--- src/rtl/tdl_delay_ctrl_if.sv ---
// Control bus of the tapped-delay-line loop: phase-detector votes and enable in,
// decoded tap selects and status out.
interface tdl_delay_ctrl_if;
   logic       en;
   logic       pd_up;
   logic       pd_dn;
   logic [7:0] lambda;
   logic [7:0] lambda_bar;
   logic [2:0] sel;
   logic       locked;
   logic       at_min;
   logic       at_max;

   modport master (
      output en, pd_up, pd_dn,
      input  lambda, lambda_bar, sel, locked, at_min, at_max
   );

   modport slave (
      input  en, pd_up, pd_dn,
      output lambda, lambda_bar, sel, locked, at_min, at_max
   );
endinterface

--- src/rtl/tdl_delay_ctrl.sv ---
// Vote-accumulating tap controller for the 8-tap delay line; decoded outputs registered,
// new code two edges after the last window sample. No backpressure: pd ignored outside ACC.
module tdl_delay_ctrl #(
   parameter int ACC_LEN  = 16,
   parameter int THRESH   = 4,
   parameter int SETTLE   = 8,
   parameter int LOCK_CNT = 4,
   parameter int INIT_SEL = 0
) (
   input logic            clk,
   input logic            rst,
   tdl_delay_ctrl_if.slave bus
);

   localparam int ACC_W = $clog2(ACC_LEN) + 2;
   localparam int CNT_W = $clog2(ACC_LEN);
   localparam int SET_W = $clog2(SETTLE + 1);
   localparam int LCK_W = $clog2(LOCK_CNT + 1);

   localparam logic signed [ACC_W-1:0] THR_P       = ACC_W'(THRESH);
   localparam logic signed [ACC_W-1:0] THR_N       = -THR_P;
   localparam logic [CNT_W-1:0]        CNT_LAST    = CNT_W'(ACC_LEN - 1);
   localparam logic [SET_W-1:0]        SETTLE_LAST = SET_W'(SETTLE - 1);
   localparam logic [LCK_W-1:0]        LOCK_MAX    = LCK_W'(LOCK_CNT);
   localparam logic [2:0]              INIT_P      = 3'(INIT_SEL);
   localparam logic [7:0]              INIT_LAMBDA = 8'd1 << INIT_P;
   localparam logic [7:0]              INIT_BAR    = (INIT_LAMBDA - 8'd1) & 8'h7F;

   typedef enum logic [1:0] {S_IDLE, S_ACC, S_STEP, S_SETTLE} state_t;

   state_t                  state_q, state_d;
   logic signed [ACC_W-1:0] acc_q, acc_d;
   logic signed [ACC_W-1:0] vote;
   logic [CNT_W-1:0]        cnt_q, cnt_d;
   logic [SET_W-1:0]        settle_q, settle_d;
   logic [LCK_W-1:0]        lock_q, lock_d;
   logic                    locked_q, locked_d;
   logic [2:0]              sel_q, sel_d;
   logic [7:0]              lambda_q, lambda_d;
   logic [7:0]              lambda_bar_q, lambda_bar_d;
   logic                    at_min_q, at_max_q;

   always_comb begin
      vote = '0;
      if (bus.pd_up && !bus.pd_dn) begin
         vote = ACC_W'(1);
      end else if (bus.pd_dn && !bus.pd_up) begin
         vote = '1;
      end
   end

   always_comb begin
      state_d  = state_q;
      acc_d    = acc_q;
      cnt_d    = cnt_q;
      settle_d = settle_q;
      lock_d   = lock_q;
      locked_d = locked_q;
      sel_d    = sel_q;
      if (!bus.en) begin
         // Disable wins in every state; the tap code is deliberately kept.
         state_d  = S_IDLE;
         acc_d    = '0;
         cnt_d    = '0;
         settle_d = '0;
         lock_d   = '0;
         locked_d = 1'b0;
      end else begin
         case (state_q)
            S_IDLE: begin
               state_d = S_ACC;
            end
            S_ACC: begin
               acc_d = acc_q + vote;
               if (cnt_q == CNT_LAST) begin
                  cnt_d   = '0;
                  state_d = S_STEP;
               end else begin
                  cnt_d = cnt_q + CNT_W'(1);
               end
            end
            S_STEP: begin
               acc_d   = '0;
               cnt_d   = '0;
               state_d = S_ACC;
               if (acc_q >= THR_P) begin
                  lock_d   = '0;
                  locked_d = 1'b0;
                  if (sel_q != 3'd7) begin
                     sel_d   = sel_q + 3'd1;
                     state_d = S_SETTLE;
                  end
               end else if (acc_q <= THR_N) begin
                  lock_d   = '0;
                  locked_d = 1'b0;
                  if (sel_q != 3'd0) begin
                     sel_d   = sel_q - 3'd1;
                     state_d = S_SETTLE;
                  end
               end else begin
                  if (lock_q != LOCK_MAX) begin
                     lock_d = lock_q + LCK_W'(1);
                  end
                  locked_d = (lock_d == LOCK_MAX);
               end
            end
            S_SETTLE: begin
               if (settle_q == SETTLE_LAST) begin
                  settle_d = '0;
                  state_d  = S_ACC;
               end else begin
                  settle_d = settle_q + SET_W'(1);
               end
            end
            default: begin
               state_d = S_IDLE;
            end
         endcase
      end
   end

   // Decode from the next index so every output bus flips on the same edge.
   always_comb begin
      lambda_d     = 8'd1 << sel_d;
      lambda_bar_d = (lambda_d - 8'd1) & 8'h7F;
   end

   always_ff @(posedge clk or posedge rst) begin
      if (rst) begin
         state_q      <= S_IDLE;
         acc_q        <= '0;
         cnt_q        <= '0;
         settle_q     <= '0;
         lock_q       <= '0;
         locked_q     <= 1'b0;
         sel_q        <= INIT_P;
         lambda_q     <= INIT_LAMBDA;
         lambda_bar_q <= INIT_BAR;
         at_min_q     <= (INIT_P == 3'd0);
         at_max_q     <= (INIT_P == 3'd7);
      end else begin
         state_q      <= state_d;
         acc_q        <= acc_d;
         cnt_q        <= cnt_d;
         settle_q     <= settle_d;
         lock_q       <= lock_d;
         locked_q     <= locked_d;
         sel_q        <= sel_d;
         lambda_q     <= lambda_d;
         lambda_bar_q <= lambda_bar_d;
         at_min_q     <= (sel_d == 3'd0);
         at_max_q     <= (sel_d == 3'd7);
      end
   end

   assign bus.sel        = sel_q;
   assign bus.lambda     = lambda_q;
   assign bus.lambda_bar = lambda_bar_q;
   assign bus.locked     = locked_q;
   assign bus.at_min     = at_min_q;
   assign bus.at_max     = at_max_q;

endmodule

--- src/flat_wrapper.sv ---
// flat-port wrapper written by rule: the top's interface ports become plain ports
module tdl_delay_ctrl_flat 
#(
   parameter int ACC_LEN  = 16,
   parameter int THRESH   = 4,
   parameter int SETTLE   = 8,
   parameter int LOCK_CNT = 4,
   parameter int INIT_SEL = 0
)
  (clk, rst, bus_en, bus_pd_up, bus_pd_dn, bus_lambda, bus_lambda_bar, bus_sel, bus_locked, bus_at_min, bus_at_max);
  tdl_delay_ctrl_if bus_i ();
  input logic clk;
  input logic rst;
  input wire logic [$bits(bus_i.en)-1:0] bus_en;
  input wire logic [$bits(bus_i.pd_up)-1:0] bus_pd_up;
  input wire logic [$bits(bus_i.pd_dn)-1:0] bus_pd_dn;
  output wire logic [$bits(bus_i.lambda)-1:0] bus_lambda;
  output wire logic [$bits(bus_i.lambda_bar)-1:0] bus_lambda_bar;
  output wire logic [$bits(bus_i.sel)-1:0] bus_sel;
  output wire logic [$bits(bus_i.locked)-1:0] bus_locked;
  output wire logic [$bits(bus_i.at_min)-1:0] bus_at_min;
  output wire logic [$bits(bus_i.at_max)-1:0] bus_at_max;
  assign bus_i.en = bus_en;
  assign bus_i.pd_up = bus_pd_up;
  assign bus_i.pd_dn = bus_pd_dn;
  assign bus_lambda = bus_i.lambda;
  assign bus_lambda_bar = bus_i.lambda_bar;
  assign bus_sel = bus_i.sel;
  assign bus_locked = bus_i.locked;
  assign bus_at_min = bus_i.at_min;
  assign bus_at_max = bus_i.at_max;
  tdl_delay_ctrl #(.ACC_LEN(ACC_LEN), .THRESH(THRESH), .SETTLE(SETTLE), .LOCK_CNT(LOCK_CNT), .INIT_SEL(INIT_SEL)) u_core (.clk(clk), .rst(rst), .bus(bus_i));
endmodule
--- config.mk ---
export PLATFORM = sky130hd
export DESIGN_NAME = tdl_delay_ctrl_flat
export DESIGN_NICKNAME = d
export VERILOG_FILES = /design/src/rtl/tdl_delay_ctrl_if.sv /design/src/rtl/tdl_delay_ctrl.sv /design/src/flat_wrapper.sv
export SDC_FILE = /design/constraint.sdc
export NUM_CORES = 1
export LEC_CHECK = 0
export BUFFER_PORTS_ARGS = -buffer_cell sky130_fd_sc_hd__buf_2
export CAP_MARGIN = 0
export CELL_PAD_IN_SITES_DETAIL_PLACEMENT = 0
export CELL_PAD_IN_SITES_GLOBAL_PLACEMENT = 2
export CORE_MARGIN = 2
export CORE_UTILIZATION = 30
export CTS_CLUSTER_SIZE = 28
export DETAILED_ROUTE_END_ITERATION = 12
export GPL_TIMING_DRIVEN = 0
export MAX_ROUTING_LAYER = met4
export PLACE_DENSITY_LB_ADDON = 0.1
export SLEW_MARGIN = 5
export SYNTH_ARGS = -nofsm -noshare
export SYNTH_HDL_FRONTEND = slang
export SYNTH_SLANG_ARGS = --single-unit
--- constraint.sdc ---
create_clock -name clk -period 5.96 [get_ports clk]
set_clock_uncertainty 0.05 [all_clocks]
set_input_delay 1.49 -clock clk [delete_from_list [all_inputs] [get_ports clk]]
set_output_delay 1.49 -clock clk [all_outputs]
set_load 0.1 [all_outputs]
==> impl_metrics.py <==
metrics = {
    "sta": {
        "setup_viol": 0,
        "rsz0062_at_grt": "no",
        "relSlewSlack_pct": 53.9,
        "report.final.slew_viol_count": 0,
        "fin_crit_ns": 3.53,
        "timing.fmax_mhz": 283,
        "final_hold_viol_count": 0,
        "finalCritPeriodShare_pct": 59.3,
        "setup_tns_ns": 0,
        "worst_slew_pin_slew_ns": 0.690,
        "fin_ws_ns": 2.43,
    },
    "yosys": {
        "netlist_top_cells_count": "37 x dfrtp_1, 19 x ha_1, 19 x inv_1, 19 x nor2_1, 17 x nand2_1",
        "seq_area_frac_synth_pct": 44.1,
        "yosysTopAreaCell": "dfrtp_1",
        "synth-seq-cells": 38,
        "avgSynthCellArea_um2": 10.5,
        "synth_top_area_share_pct": 42.9,
        "async_flop_share_pct": 100,
        "synth_area_leaders": "dfrtp_1 43%, ha_1 11%, inv_1 3.3%, nor2_1 3.3%, mux2i_1 3.2%",
        "ys.flop_type": "dfrtp_1",
        "yosys_warnings": 0,
        "syn-num-nets": 230,
        "synth_area_um2": 2160,
        "ys_types": 56,
        "synth_edf_count": 0,
        "synth_cells": 205,
        "yosysMostFrequentCell": "dfrtp_1",
    },
    "floorplanning": {
        "io_pins": 27,
        "die_w_um": 88.8,
        "dieArea_um2": 7890,
        "core_area_um2": 6870,
        "die_y_um": 88.8,
        "rows": 30,
        "start_util_pct": 31.4,
    },
    "final_layout": {
        "final_layout_size_suffix_gt1_share_pct": 22.6,
        "nets": 263,
        "syn_to_final_growth_pct": 18.9,
        "nFillCells": 722,
        "diodes": 0,
    },
    "detailed_routing": {
        "avgViaCountPerCell": 4.41,
        "drcViolationCount": 0,
        "first_pass_iters": 4,
        "drt-total-wl_um": 4160,
        "antenna_left": 0,
        "avgRoutedWirePerCell_um": 12.4,
        "first_iter_violations": 82,
        "vias": 1479,
    },
    "min_path": {
        "whs_path_depth": 1,
        "hold_path.class": "reg2reg",
        "hold_end": "u_core.bus.locked",
        "hp-start": "u_core.bus.locked",
    },
    "power_and_ir_drop": {
        "vdd_ir_drop_max_uv": 258,
        "power_density_nw_per_um2": 513,
        "power.total_w": 0.00132,
        "cellLeakagePower_nw": 1.26,
    },
    "worst_setup_path": {
        "rrSetupSlack_ns": 2.69,
        "reg2reg_from": "u_core.bus.sel[0]",
        "crit_arrival_ns": 3.65,
        "rr_worst_depth": 13,
        "worst-path-max-fanout": 10,
        "end_kind": "register",
        "path_class": "in2reg",
        "required_ns": 6.07,
        "rr_endpoint": "u_core.bus.lambda_bar[6]",
        "start_kind": "primary input",
    },
    "job": {
        "max_cap_viol_count": 0,
    },
    "clock_tree": {
        "cts_made_buffers": 5,
        "cts_resized": 0,
        "cts_sinks": 38,
        "path_clk_slew_ns": 0.08,
        "clockBufferDepth": 2,
        "cts_setup_buffers": 0,
        "clock_latency_ns": 0.29,
        "cts_htree_levels": 2,
        "cts_tree": "yes",
        "cts_hold_buf": 0,
        "root_buffer": "clkbuf_8",
    },
    "global_route": {
        "grt_use_met3_pct": 2.80,
        "grt_overflow": 0,
        "grt_pass1_wl_um": 7160,
        "antenna_found_initial": 0,
        "grt_use_met1_pct": 17.2,
        "grt_most_used_layer": "met1",
        "grt_pass1_vias": 1443,
        "grt_max_degree": 35,
        "grt_use_met2_pct": 17.2,
        "track_usage_pct": 12.2,
    },
    "placed_design": {
        "place_ws_ns": 2.06,
        "port_buffers": 25,
        "gp_congestion": 0.664,
        "dp_hpwl_um": 3070,
    },
    "outcome": {
        "status": "finished clean",
    },
}
## layer usage
layer  share of wire, %  vias up
li1                   -      764
met5                  0        -
met4                1.2        0
met3                3.0        6
met1                 52      687
met2                 43       22
## cell usage in the layout, fill, tap and decap left out, drive strengths merged, types with 2 or more instances in the layout
| cell type | instances |
|---|---|
| a21boi | 3 |
| a21o | 3 |
| a31oi | 3 |
| xnor2 | 6 |
| clkbuf | 9 |
| and2 | 2 |
| xor2 | 2 |
| nor3 | 4 |
| or3 | 2 |
| o31ai | 2 |
| ha | 19 |
| o21ai | 6 |
| nand3b | 2 |
| nand2 | 18 |
| nor2b | 3 |
| inv | 21 |
| a211oi | 5 |
| nand3 | 4 |
| nor2 | 19 |
| nor3b | 2 |
| nand2b | 3 |
| a21oi | 5 |
| dfrtp | 37 |
| bufinv | 2 |
| mux2i | 7 |
| buf | 30 |
## through the flow
step | cell area (um2) | hold WS [ns] | std cells | util, %
6_report | 2570 | 0.451 | 335 | 37.4
2_1_floorplan | 2160 | 0.452 | 205 | -
3_3_place_gp | 2400 | 0.436 | 326 | 35.0
4_1_cts | 2570 | 0.459 | 335 | 37.4
5_1_grt | 2570 | 0.517 | 335 | 37.4
3_5_place_dp | 2420 | 0.442 | 327 | 35.3
## power breakdown
part | switching (W) | internal [W] | leakage [nW]
Clock | 0.0000943 | 0.000179 | 0.0714
Combinational | 0.000510 | 0.000164 | 0.683
Sequential | 0.0000502 | 0.000319 | 0.503
Total | 0.000654 | 0.000662 | 1.26
## critical path, cell delays in order
cell and delay (ns):
buf_2 0.13, clkbuf_1 0.22, a41oi_2 0.27, a21boi_4 0.39
nand3_1 0.19, ha_1 0.33, inv_1 0.19, nor2_1 0.08
a311oi_1 0.25, o31ai_1 0.10
## logic make-up after synthesis
family | synth area share, %
AND/OR/NAND/NOR | 15.4
flip-flops | 44.1
buffers and inverters | 5.50
XOR/XNOR | 4.11
other | 0.174
AO/OA/AOI/OAI | 15.0
adder cells (fa/ha/maj) | 11.9
multiplexers | 3.77
## registers in the layout, summed over array words and instances, names as in the netlist
signal,count
u_core.acc_q,6
u_core.bus.at_max,1
u_core.bus.lambda,7
u_core.bus.lambda_bar,7
u_core.bus.locked,1
u_core.bus.sel,3
u_core.cnt_q,4
u_core.lock_q,3
u_core.settle_q,4
u_core.state_q,2
## layout make-up
cell class	instances	area [um2]	share of cell area [%]
clock inverters	2	60.1	2.34
multi-input cells	139	1090	42.4
well taps	96	120	4.68
flip-flops and latches	38	952	37.1
inverters	21	81.3	3.17
plain buffers	7	37.5	1.46
repair buffers	26	145	5.65
clock buffers	6	82.6	3.22
## worst max path at each step
stage | start | endpoint | slack, ns | cells past startpoint
2_1_floorplan | u_core.bus.sel[0] | u_core.bus.lambda_bar[6] | 2.32 | 13
3_3_place_gp | bus_en | u_core.bus.lambda_bar[6] | 2.07 | 10
3_5_place_dp | bus_en | u_core.bus.lambda_bar[6] | 2.06 | 10
4_1_cts | bus_en | u_core.bus.lambda_bar[6] | 2.40 | 10
5_1_grt | bus_en | u_core.bus.lambda_bar[6] | 2.29 | 10
6_report | bus_en | u_core.bus.lambda_bar[6] | 2.43 | 10
No activity file was read; power rests on OpenSTA's default activity.
